`config.mk`:
```
export PLATFORM = sky130hd
export DESIGN_NAME = vehicle_sensor_interface
export DESIGN_NICKNAME = d
export VERILOG_FILES = /design/src/rtl/vehicle_sensor_interface.sv
export SDC_FILE = /design/constraint.sdc
export NUM_CORES = 1
export LEC_CHECK = 0
export ABC_AREA = 1
export CORE_MARGIN = 4
export CORE_UTILIZATION = 54
export CTS_BUF_LIST = sky130_fd_sc_hd__clkbuf_8
export CTS_CLUSTER_DIAMETER = 30
export DETAILED_ROUTE_END_ITERATION = 8
export PLACE_DENSITY = 0.78
export SYNTH_ARGS = -nofsm -noshare
export SYNTH_HDL_FRONTEND = slang
export SYNTH_SLANG_ARGS = --single-unit
```
`constraint.sdc`:
```
create_clock -name clk -period 2.5 [get_ports clk]
set_input_delay 0.5 -clock clk [delete_from_list [all_inputs] [get_ports clk]]
set_output_delay 0.5 -clock clk [all_outputs]
set_load 0.02 [all_outputs]
```
`src/rtl/vehicle_sensor_interface.sv`:
```
// Per-street detector synchronizer, debouncer and car queue feeding the traffic light controller.
// Define SENSOR_FAULT_EN to add stuck-detector fault outputs fault_a/fault_b.
module vehicle_sensor_interface #(
  parameter int DEBOUNCE_CYCLES = 4,
  parameter int PASS_CYCLES     = 3,
  parameter int COUNT_W         = 4,
  parameter int FAULT_CYCLES    = 64
) (
  input  logic               clk,
  input  logic               reset,
  input  logic               det_a,
  input  logic               det_b,
  input  logic               ga,
  input  logic               gb,
  output logic               sa,
  output logic               sb,
  output logic [COUNT_W-1:0] count_a,
  output logic [COUNT_W-1:0] count_b,
  output logic               ovf_a,
  output logic               ovf_b
`ifdef SENSOR_FAULT_EN
  ,
  output logic               fault_a,
  output logic               fault_b
`endif
);

  localparam int DB_W = (DEBOUNCE_CYCLES > 1) ? $clog2(DEBOUNCE_CYCLES) : 1;
  localparam int PT_W = (PASS_CYCLES > 1) ? $clog2(PASS_CYCLES) : 1;
  localparam logic [DB_W-1:0]    DB_LAST = DB_W'(DEBOUNCE_CYCLES - 1);
  localparam logic [PT_W-1:0]    PT_LAST = PT_W'(PASS_CYCLES - 1);
  localparam logic [COUNT_W-1:0] CNT_MAX = '1;

  // Index 0 is street A, index 1 is street B.
  logic [1:0] det, green;
  logic [1:0] sync1_q, sync1_d, sync2_q, sync2_d;
  logic [1:0] filt_q, filt_d, ovf_q, ovf_d;
  logic [1:0] arrive, depart;
  logic [DB_W-1:0]    db_cnt_q [2];
  logic [DB_W-1:0]    db_cnt_d [2];
  logic [PT_W-1:0]    pt_q     [2];
  logic [PT_W-1:0]    pt_d     [2];
  logic [COUNT_W-1:0] cnt_q    [2];
  logic [COUNT_W-1:0] cnt_d    [2];

`ifdef SENSOR_FAULT_EN
  localparam int FLT_W = $clog2(FAULT_CYCLES + 1);
  localparam logic [FLT_W-1:0] FLT_LAST = FLT_W'(FAULT_CYCLES - 1);
  logic [FLT_W-1:0] stuck_q [2];
  logic [FLT_W-1:0] stuck_d [2];
  logic [1:0]       fault_q, fault_d;
`endif

  assign det   = {det_b, det_a};
  assign green = {gb, ga};

  always_comb begin
    sync1_d = det;
    sync2_d = sync1_q;
    filt_d  = filt_q;
    ovf_d   = ovf_q;
    arrive  = '0;
    depart  = '0;
`ifdef SENSOR_FAULT_EN
    fault_d = fault_q;
`endif
    for (int s = 0; s < 2; s++) begin
      db_cnt_d[s] = db_cnt_q[s];
      pt_d[s]     = '0;
      cnt_d[s]    = cnt_q[s];

      // A level change is accepted only after DEBOUNCE_CYCLES consecutive differing samples.
      if (sync2_q[s] == filt_q[s]) begin
        db_cnt_d[s] = '0;
      end else if (db_cnt_q[s] == DB_LAST) begin
        filt_d[s]   = sync2_q[s];
        db_cnt_d[s] = '0;
        arrive[s]   = sync2_q[s];
      end else begin
        db_cnt_d[s] = db_cnt_q[s] + DB_W'(1);
      end

`ifdef SENSOR_FAULT_EN
      stuck_d[s] = '0;
      if (filt_q[s] && !fault_q[s]) begin
        if (stuck_q[s] == FLT_LAST) fault_d[s] = 1'b1;
        else                        stuck_d[s] = stuck_q[s] + FLT_W'(1);
      end
      if (fault_q[s]) arrive[s] = 1'b0;
`endif

      // Green time only accumulates while cars are queued; any gap restarts the interval.
      if (green[s] && (cnt_q[s] != '0)) begin
        if (pt_q[s] == PT_LAST) depart[s] = 1'b1;
        else                    pt_d[s]   = pt_q[s] + PT_W'(1);
      end

      if (arrive[s] && !depart[s]) begin
        if (cnt_q[s] == CNT_MAX) ovf_d[s] = 1'b1;
        else                     cnt_d[s] = cnt_q[s] + COUNT_W'(1);
      end else if (depart[s] && !arrive[s]) begin
        cnt_d[s] = cnt_q[s] - COUNT_W'(1);
      end
    end
  end

  always_ff @(posedge clk or posedge reset) begin
    if (reset) begin
      sync1_q <= '0;
      sync2_q <= '0;
      filt_q  <= '0;
      ovf_q   <= '0;
      for (int s = 0; s < 2; s++) begin
        db_cnt_q[s] <= '0;
        pt_q[s]     <= '0;
        cnt_q[s]    <= '0;
      end
`ifdef SENSOR_FAULT_EN
      fault_q <= '0;
      for (int s = 0; s < 2; s++) stuck_q[s] <= '0;
`endif
    end else begin
      sync1_q <= sync1_d;
      sync2_q <= sync2_d;
      filt_q  <= filt_d;
      ovf_q   <= ovf_d;
      for (int s = 0; s < 2; s++) begin
        db_cnt_q[s] <= db_cnt_d[s];
        pt_q[s]     <= pt_d[s];
        cnt_q[s]    <= cnt_d[s];
      end
`ifdef SENSOR_FAULT_EN
      fault_q <= fault_d;
      for (int s = 0; s < 2; s++) stuck_q[s] <= stuck_d[s];
`endif
    end
  end

  assign count_a = cnt_q[0];
  assign count_b = cnt_q[1];
  assign ovf_a   = ovf_q[0];
  assign ovf_b   = ovf_q[1];

`ifdef SENSOR_FAULT_EN
  // A stuck loop keeps requesting green so the street is never starved.
  assign sa      = (cnt_q[0] != '0) | fault_q[0];
  assign sb      = (cnt_q[1] != '0) | fault_q[1];
  assign fault_a = fault_q[0];
  assign fault_b = fault_q[1];
`else
  assign sa = (cnt_q[0] != '0);
  assign sb = (cnt_q[1] != '0);
`endif

endmodule

```
==> impl_metrics.csv, run 1 <==
group,metric,value,unit
layout,finalNonFillerCells,173,
layout,area_delta_synth_final,21.2,%
clock_network,post_cts_buffers,0,
setup_path,critPathKind,"reg2out",
detailed_routing,wl_per_cell,11.6,um
timing,finalCriticalPeriod,2.04,ns
timing,holdWs,0.355,ns
timing,finalSetupViolCount,0,
detailed_routing,firstDrtPassIters,4,
floorplanning,dieWidth,54.9,um
setup_path,rrSetupSlack,0.53,ns
placed_design,placed_area,1400,um2
setup_path,end_kind,"primary output",
pwr,p_leak,0.697,nW
timing,layout_setup_ws,0.456,ns
clock_network,cts_made_buffers,3,
placed_design,gp_congestion,0.782,
timing,relSlewSlack,79.4,%
pwr,ir_worst_vdd,0.665,mV
timing,slew_violations,0,
logic_synthesis,netlist_area,1190,um2
setup_path,crit_path_start_kind,"register",
clock_network,clkTransAtPathRegs,0.08,ns
global_route,grt_usage,18.2,%
min_path,hold_class,"reg2reg",
layout,fin_nets,162,
layout,drive_above_1_share,9.59,%
logic_synthesis,ys_types,17,
global_route,antenna_found_initial,0,
run_status,status,"finished, final reports clean",
logic_synthesis,ys_warn_count,0,
clock_network,clock_sinks,24,
layout,diodes,0,
clock_network,cts_tree,"yes",
timing,worstMarginPinSlew,0.308,ns
layout,final_common_cell,"dfrtp_1",
detailed_routing,drcViolationCount,0,
logic_synthesis,ys_ff_latch,24,
clock_network,htreeDepth,1,
clock_network,cts_root_buf,"clkbuf_8",
clock_network,ctsResizeCount,0,
timing,rsz0062_at_grt,"no",
logic_synthesis,syn_area_per_cell,9.52,um2
placed_design,dp_hpwl,1620,um
logic_synthesis,syn-instance-count,125,
layout,final_area,1440,um2
setup_path,critPathArrivalTime,1.54,ns
pwr,p_total,1.64,mW
floorplanning,fp.coreArea,2020,um2
layout,utilization,71.3,%
placed_design,placed_cells,170,
setup_path,worstPathRequired,2.00,ns
clock_network,ctsHoldBuffers,0,
timing,timing.fmax,489,MHz
pwr,powerDensity,1130,nW/um2
layout,final_cell_mix,"dfrtp_1 (24), inv_1 (19), nand2_1 (18), clkdlybuf4s50_1 (17), nor2_1 (14)",
floorplanning,initial_core_util,58.8,%
setup_path,crit_path_max_fanout,6,
placed_design,port_buffers,17,
detailed_routing,antenna_left,0,
timing,hold_viol,0,
timing,setup_tns,0,ns
global_route,grt_pass1_vias,911,
job,cap_viol_max_count,0,
global_route,grt_first_pass_wirelength,3870,um
placed_design,dp_slack,0.217,ns
timing,finClkSkew,0.00207,ns
logic_synthesis,synth_nets,139,
floorplanning,rows,16,
floorplanning,io_pins,18,
floorplanning,dieArea,3020,um2
detailed_routing,wl,2010,um
detailed_routing,drt_iter0_drc,18,
timing,fin_crit_sh,81.8,%
clock_network,clk_latency,0.26,ns
logic_synthesis,ys_seq_area_share,50.5,%
clock_network,cts_max_path_buffers,2,
global_route,overflow,0,
global_route,grt_max_degree,17,
floorplanning,die_y,54.9,um
detailed_routing,vias,864,
detailed_routing,post_drt_via_cell_ratio,4.99,
==> registers in the layout, indices dropped and copies added, names as in the netlist <==
name and cells:
ovf_q 2, db_cnt_q 4, sync1_q 2, sync2_q 2, pt_q 4, count_b 4
count_a 4, filt_q 2
==> layer usage <==
| metal | routed length [um] | global-route usage (%) |
|---|---|---|
| met2 | 994 | 30.7 |
| met4 | 17 | 7.69 |
| met1 | 926 | 22.8 |
| met3 | 72 | 3.22 |
| met5 | 0 | 0 |
==> worst max-delay path, cell delays in order (launching register included) <==
cell and delay (ns):
dfrtp_1 0.47, nor2_1 0.09, nand2_2 0.11, clkdlybuf4s50_1 0.61
==> cell usage after synthesis <==
master     n  share of area [%]
dfrtp_1   24                 50
inv_1     19                6.0
nand2_1   18                5.7
nor2_1    14                4.4
nand3_1   10                4.2
ha_1       6                6.3
nand4_1    6                3.2
a21oi_1    4                1.7
nand2_2    4                2.1
nand3_2    4                3.4
xnor2_1    4                2.9
fa_1       2                3.4
nand2_4    2                1.9
nor3_1     2               0.84
o21ai_0    2               0.84
o21bai_1   2                1.3
xor2_1     2                1.5
==> area by class of cell <==
| class | count | area, um2 |
|---|---|---|
| repair buffers | 18 | 178 |
| flip-flops and latches | 24 | 601 |
| multi-input cells | 82 | 518 |
| inverters | 19 | 71.3 |
| clock buffers | 3 | 41.3 |
| well taps | 27 | 33.8 |
| fillers | 152 | 579 |
==> worst paths after layout <==
check / startpoint / end / cells after the start
max reg2reg: count_a[1] / count_a[3] / 13
min in group asynchronous: reset / sync1_q[0] / 2
min reg2reg: sync1_q[1] / sync2_q[1] / 0
max: count_b[1] / sb / 3
max in group asynchronous: reset / db_cnt_q[1] / 3
min: sync1_q[1] / sync2_q[1] / 0
==> kinds of logic (layout without fill, tap and decap cells) <==
family / count (synthesis) / in the layout / share of synthesized area, %
buf+inv: 19 / 40 / 5.99
flops: 24 / 24 / 50.5
compound gates: 8 / 8 / 3.79
simple gates: 60 / 60 / 25.7
fa+ha+maj: 8 / 8 / 9.67
xor+xnor: 6 / 6 / 4.42
==> report_power, final <==
| part | internal [mW] | switching (mW) | total [mW] |
|---|---|---|---|
| clock | 0.107 | 0.111 | 0.218 |
| combinational | 0.348 | 0.413 | 0.760 |
| sequential | 0.518 | 0.140 | 0.658 |
| total | 0.973 | 0.663 | 1.64 |
No activity file was read; power rests on OpenSTA's default activity.
==> run 2, diff against run 1 <==
- clock period: 2.5 -> 1.95 ns (I/O delays scaled with it)
==> impl_metrics.csv, run 2 (synthesized netlist as in run 1, its figures left out) <==
group,metric,value,unit
detailed_routing,antenna_left,0,
timing,finalCriticalPeriod,1.97,ns
global_route,grt_first_pass_wirelength,4170,um
placed_design,port_buffers,17,
timing,relSlewSlack,80.7,%
floorplanning,initial_core_util,58.8,%
detailed_routing,post_drt_via_cell_ratio,5.43,
layout,num-fill-cells,98,
pwr,combPwrFrac,54.4,%
clock_network,cts_max_path_buffers,2,
detailed_routing,firstDrtPassIters,4,
timing,worstMarginPinSlew,0.290,ns
layout,fin_nets,184,
placed_design,dp_hpwl,1770,um
timing,holdWs,0.355,ns
detailed_routing,wl_per_cell,14.8,um
floorplanning,dieWidth,54.9,um
floorplanning,rows,16,
clock_network,clk_latency,0.27,ns
timing,timing.fmax,508,MHz
layout,final_area,1720,um2
pwr,powerDensity,1570,nW/um2
setup_path,cpPeakStageDelay,0.40,ns
setup_path,worst_path_most_repeated_cell,"nand2_1",
setup_path,rrSetupSlack,-0.02,ns
floorplanning,die_y,54.9,um
floorplanning,dieArea,3020,um2
global_route,grt_usage,19.6,%
detailed_routing,drt_iter0_drc,17,
run_status,violations,"setup timing",
pwr,switching_share,39.4,%
setup_path,critPathArrivalTime,2.12,ns
pwr,p_clk_share,15.8,%
timing,slew_violations,0,
setup_path,reg2reg_to,"count_a[3]",
layout,final_common_cell,"buf_4",
pwr,p_int,1.63,mW
floorplanning,io_pins,18,
timing,finClkSkew,0.00369,ns
global_route,grt_max_degree,25,
placed_design,placed_area,1490,um2
pwr,p_leak,0.811,nW
setup_path,r2r_cells,13,
floorplanning,fp.coreArea,2020,um2
job,cap_viol_max_count,0,
setup_path,crit_start,"count_a[1]",
run_status,status,"finished, violations left",
setup_path,crit_path_start_kind,"register",
layout,diodes,0,
timing,layout_setup_ws,-0.0170,ns
setup_path,endpoint,"count_a[3]",
setup_path,worstPathRequired,2.10,ns
setup_path,critPathKind,"reg2reg",
layout,utilization,85.0,%
clock_network,clkTransAtPathRegs,0.08,ns
global_route,grt_pass1_vias,1020,
detailed_routing,drcViolationCount,0,
detailed_routing,wl,2900,um
setup_path,crit_path_max_fanout,4,
clock_network,clock_sinks,24,
timing,hold_viol,0,
min_path,hold_class,"reg2reg",
setup_path,end_kind,"register",
timing,fin_crit_sh,101,%
layout,drive_above_1_share,29.6,%
clock_network,cts_made_buffers,3,
setup_path,r2r_start,"count_a[1]",
timing,finalSetupViolCount,1,
clock_network,cts_root_buf,"clkbuf_8",
global_route,overflow,0,
pwr,ir_worst_vdd,1.05,mV
clock_network,cts_tree,"yes",
pwr,power.net_switching,1.06,mW
pwr,seq_power_share,29.7,%
layout,area_delta_synth_final,44.4,%
layout,final_cell_mix,"buf_4 (23), dfrtp_1 (21), nand2_1 (18), inv_1 (17), clkdlybuf4s50_1 (17)",
clock_network,htreeDepth,1,
detailed_routing,vias,1064,
placed_design,gp_congestion,0.814,
setup_path,cpMaxStageDelayCell,"dfrtp_1",
global_route,antenna_found_initial,0,
setup_path,cp_cell_sequence,"nor2_1 > nand2_2 > nand3_2 > nand2_2 > ha_1 > nand2_1 > inv_1 > a21oi_1 > inv_1 > nand2_1 > nand3_1 > nand2_1 > nand2_1",
-- run 2: worst min path at each step --
stage,startpoint,to,slack [ns],depth (start not counted)
2_1_floorplan,sync1_q[0],sync2_q[0],0.33,0
3_3_place_gp,sync1_q[1],sync2_q[1],0.33,0
3_5_place_dp,sync1_q[0],sync2_q[0],0.34,0
4_1_cts,sync1_q[0],sync2_q[0],0.36,0
5_1_grt,sync1_q[1],sync2_q[1],0.37,0
6_report,sync1_q[0],sync2_q[0],0.35,0
-- run 2: timing repair --
action | in CTS | in global routing
resized for setup | 5 | 12
hold buffers | 0 | 0
pin swaps | 0 | 2
setup endpoints to repair | 3 | 4
setup buffers | 0 | 10
-- run 2: per-layer routing --
| metal | routed length [um] | share of wire (%) | up-vias | track usage, % |
|---|---|---|---|---|
| met5 | 0 | 0 | - | 0 |
| met4 | 111 | 3.8 | 0 | 8.50 |
| met1 | 1160 | 40 | 529 | 21.5 |
| met2 | 1520 | 52 | 34 | 35.4 |
| met3 | 109 | 3.8 | 12 | 4.83 |
| li1 | - | - | 489 | - |
-- run 2: final cells by class --
| class | count | area [um2] | area share, % |
|---|---|---|---|
| repair buffers | 40 | 343 | 20.0 |
| inverters | 19 | 71.3 | 4.15 |
| multi-input cells | 82 | 594 | 34.6 |
| flip-flops and latches | 24 | 604 | 35.2 |
| clock buffers | 3 | 41.3 | 2.40 |
| clock inverters | 1 | 30.0 | 1.75 |
| well taps | 27 | 33.8 | 1.97 |
-- run 2: critical path, delay by kind of cell, from the launching register on --
family | cells | cell delay (ns)
flip-flops | 1 | 0.40
adder cells (fa/ha/maj) | 1 | 0.28
AO/OA/AOI/OAI | 1 | 0.18
buffers and inverters | 2 | 0.14
AND/OR/NAND/NOR | 9 | 0.88
-- run 2: power by group through the flow --
stage          Clock, mW  Combinational [mW]  Sequential [mW]
3_3_place_gp           0                1.10            0.785
6_report           0.426                1.47            0.801
4_1_cts            0.435                1.20            0.796
2_1_floorplan          0               0.561            0.922
5_1_grt            0.455                1.60            0.820
3_5_place_dp           0                1.16            0.796
-- run 2: metrics by stage --
| stage | TNS (ns) | total power [mW] | setup WS [ns] | std cells |
|---|---|---|---|---|
| floorplan | 0 | 1.48 | 0.000306 | 125 |
| detailed placement | -0.258 | 1.96 | -0.158 | 182 |
| CTS | 0 | 2.43 | 0.00284 | 186 |
| finish | -0.0170 | 2.69 | -0.0170 | 196 |
| global placement | -0.0905 | 1.89 | -0.0691 | 182 |
| global route | -0.207 | 2.88 | -0.188 | 196 |
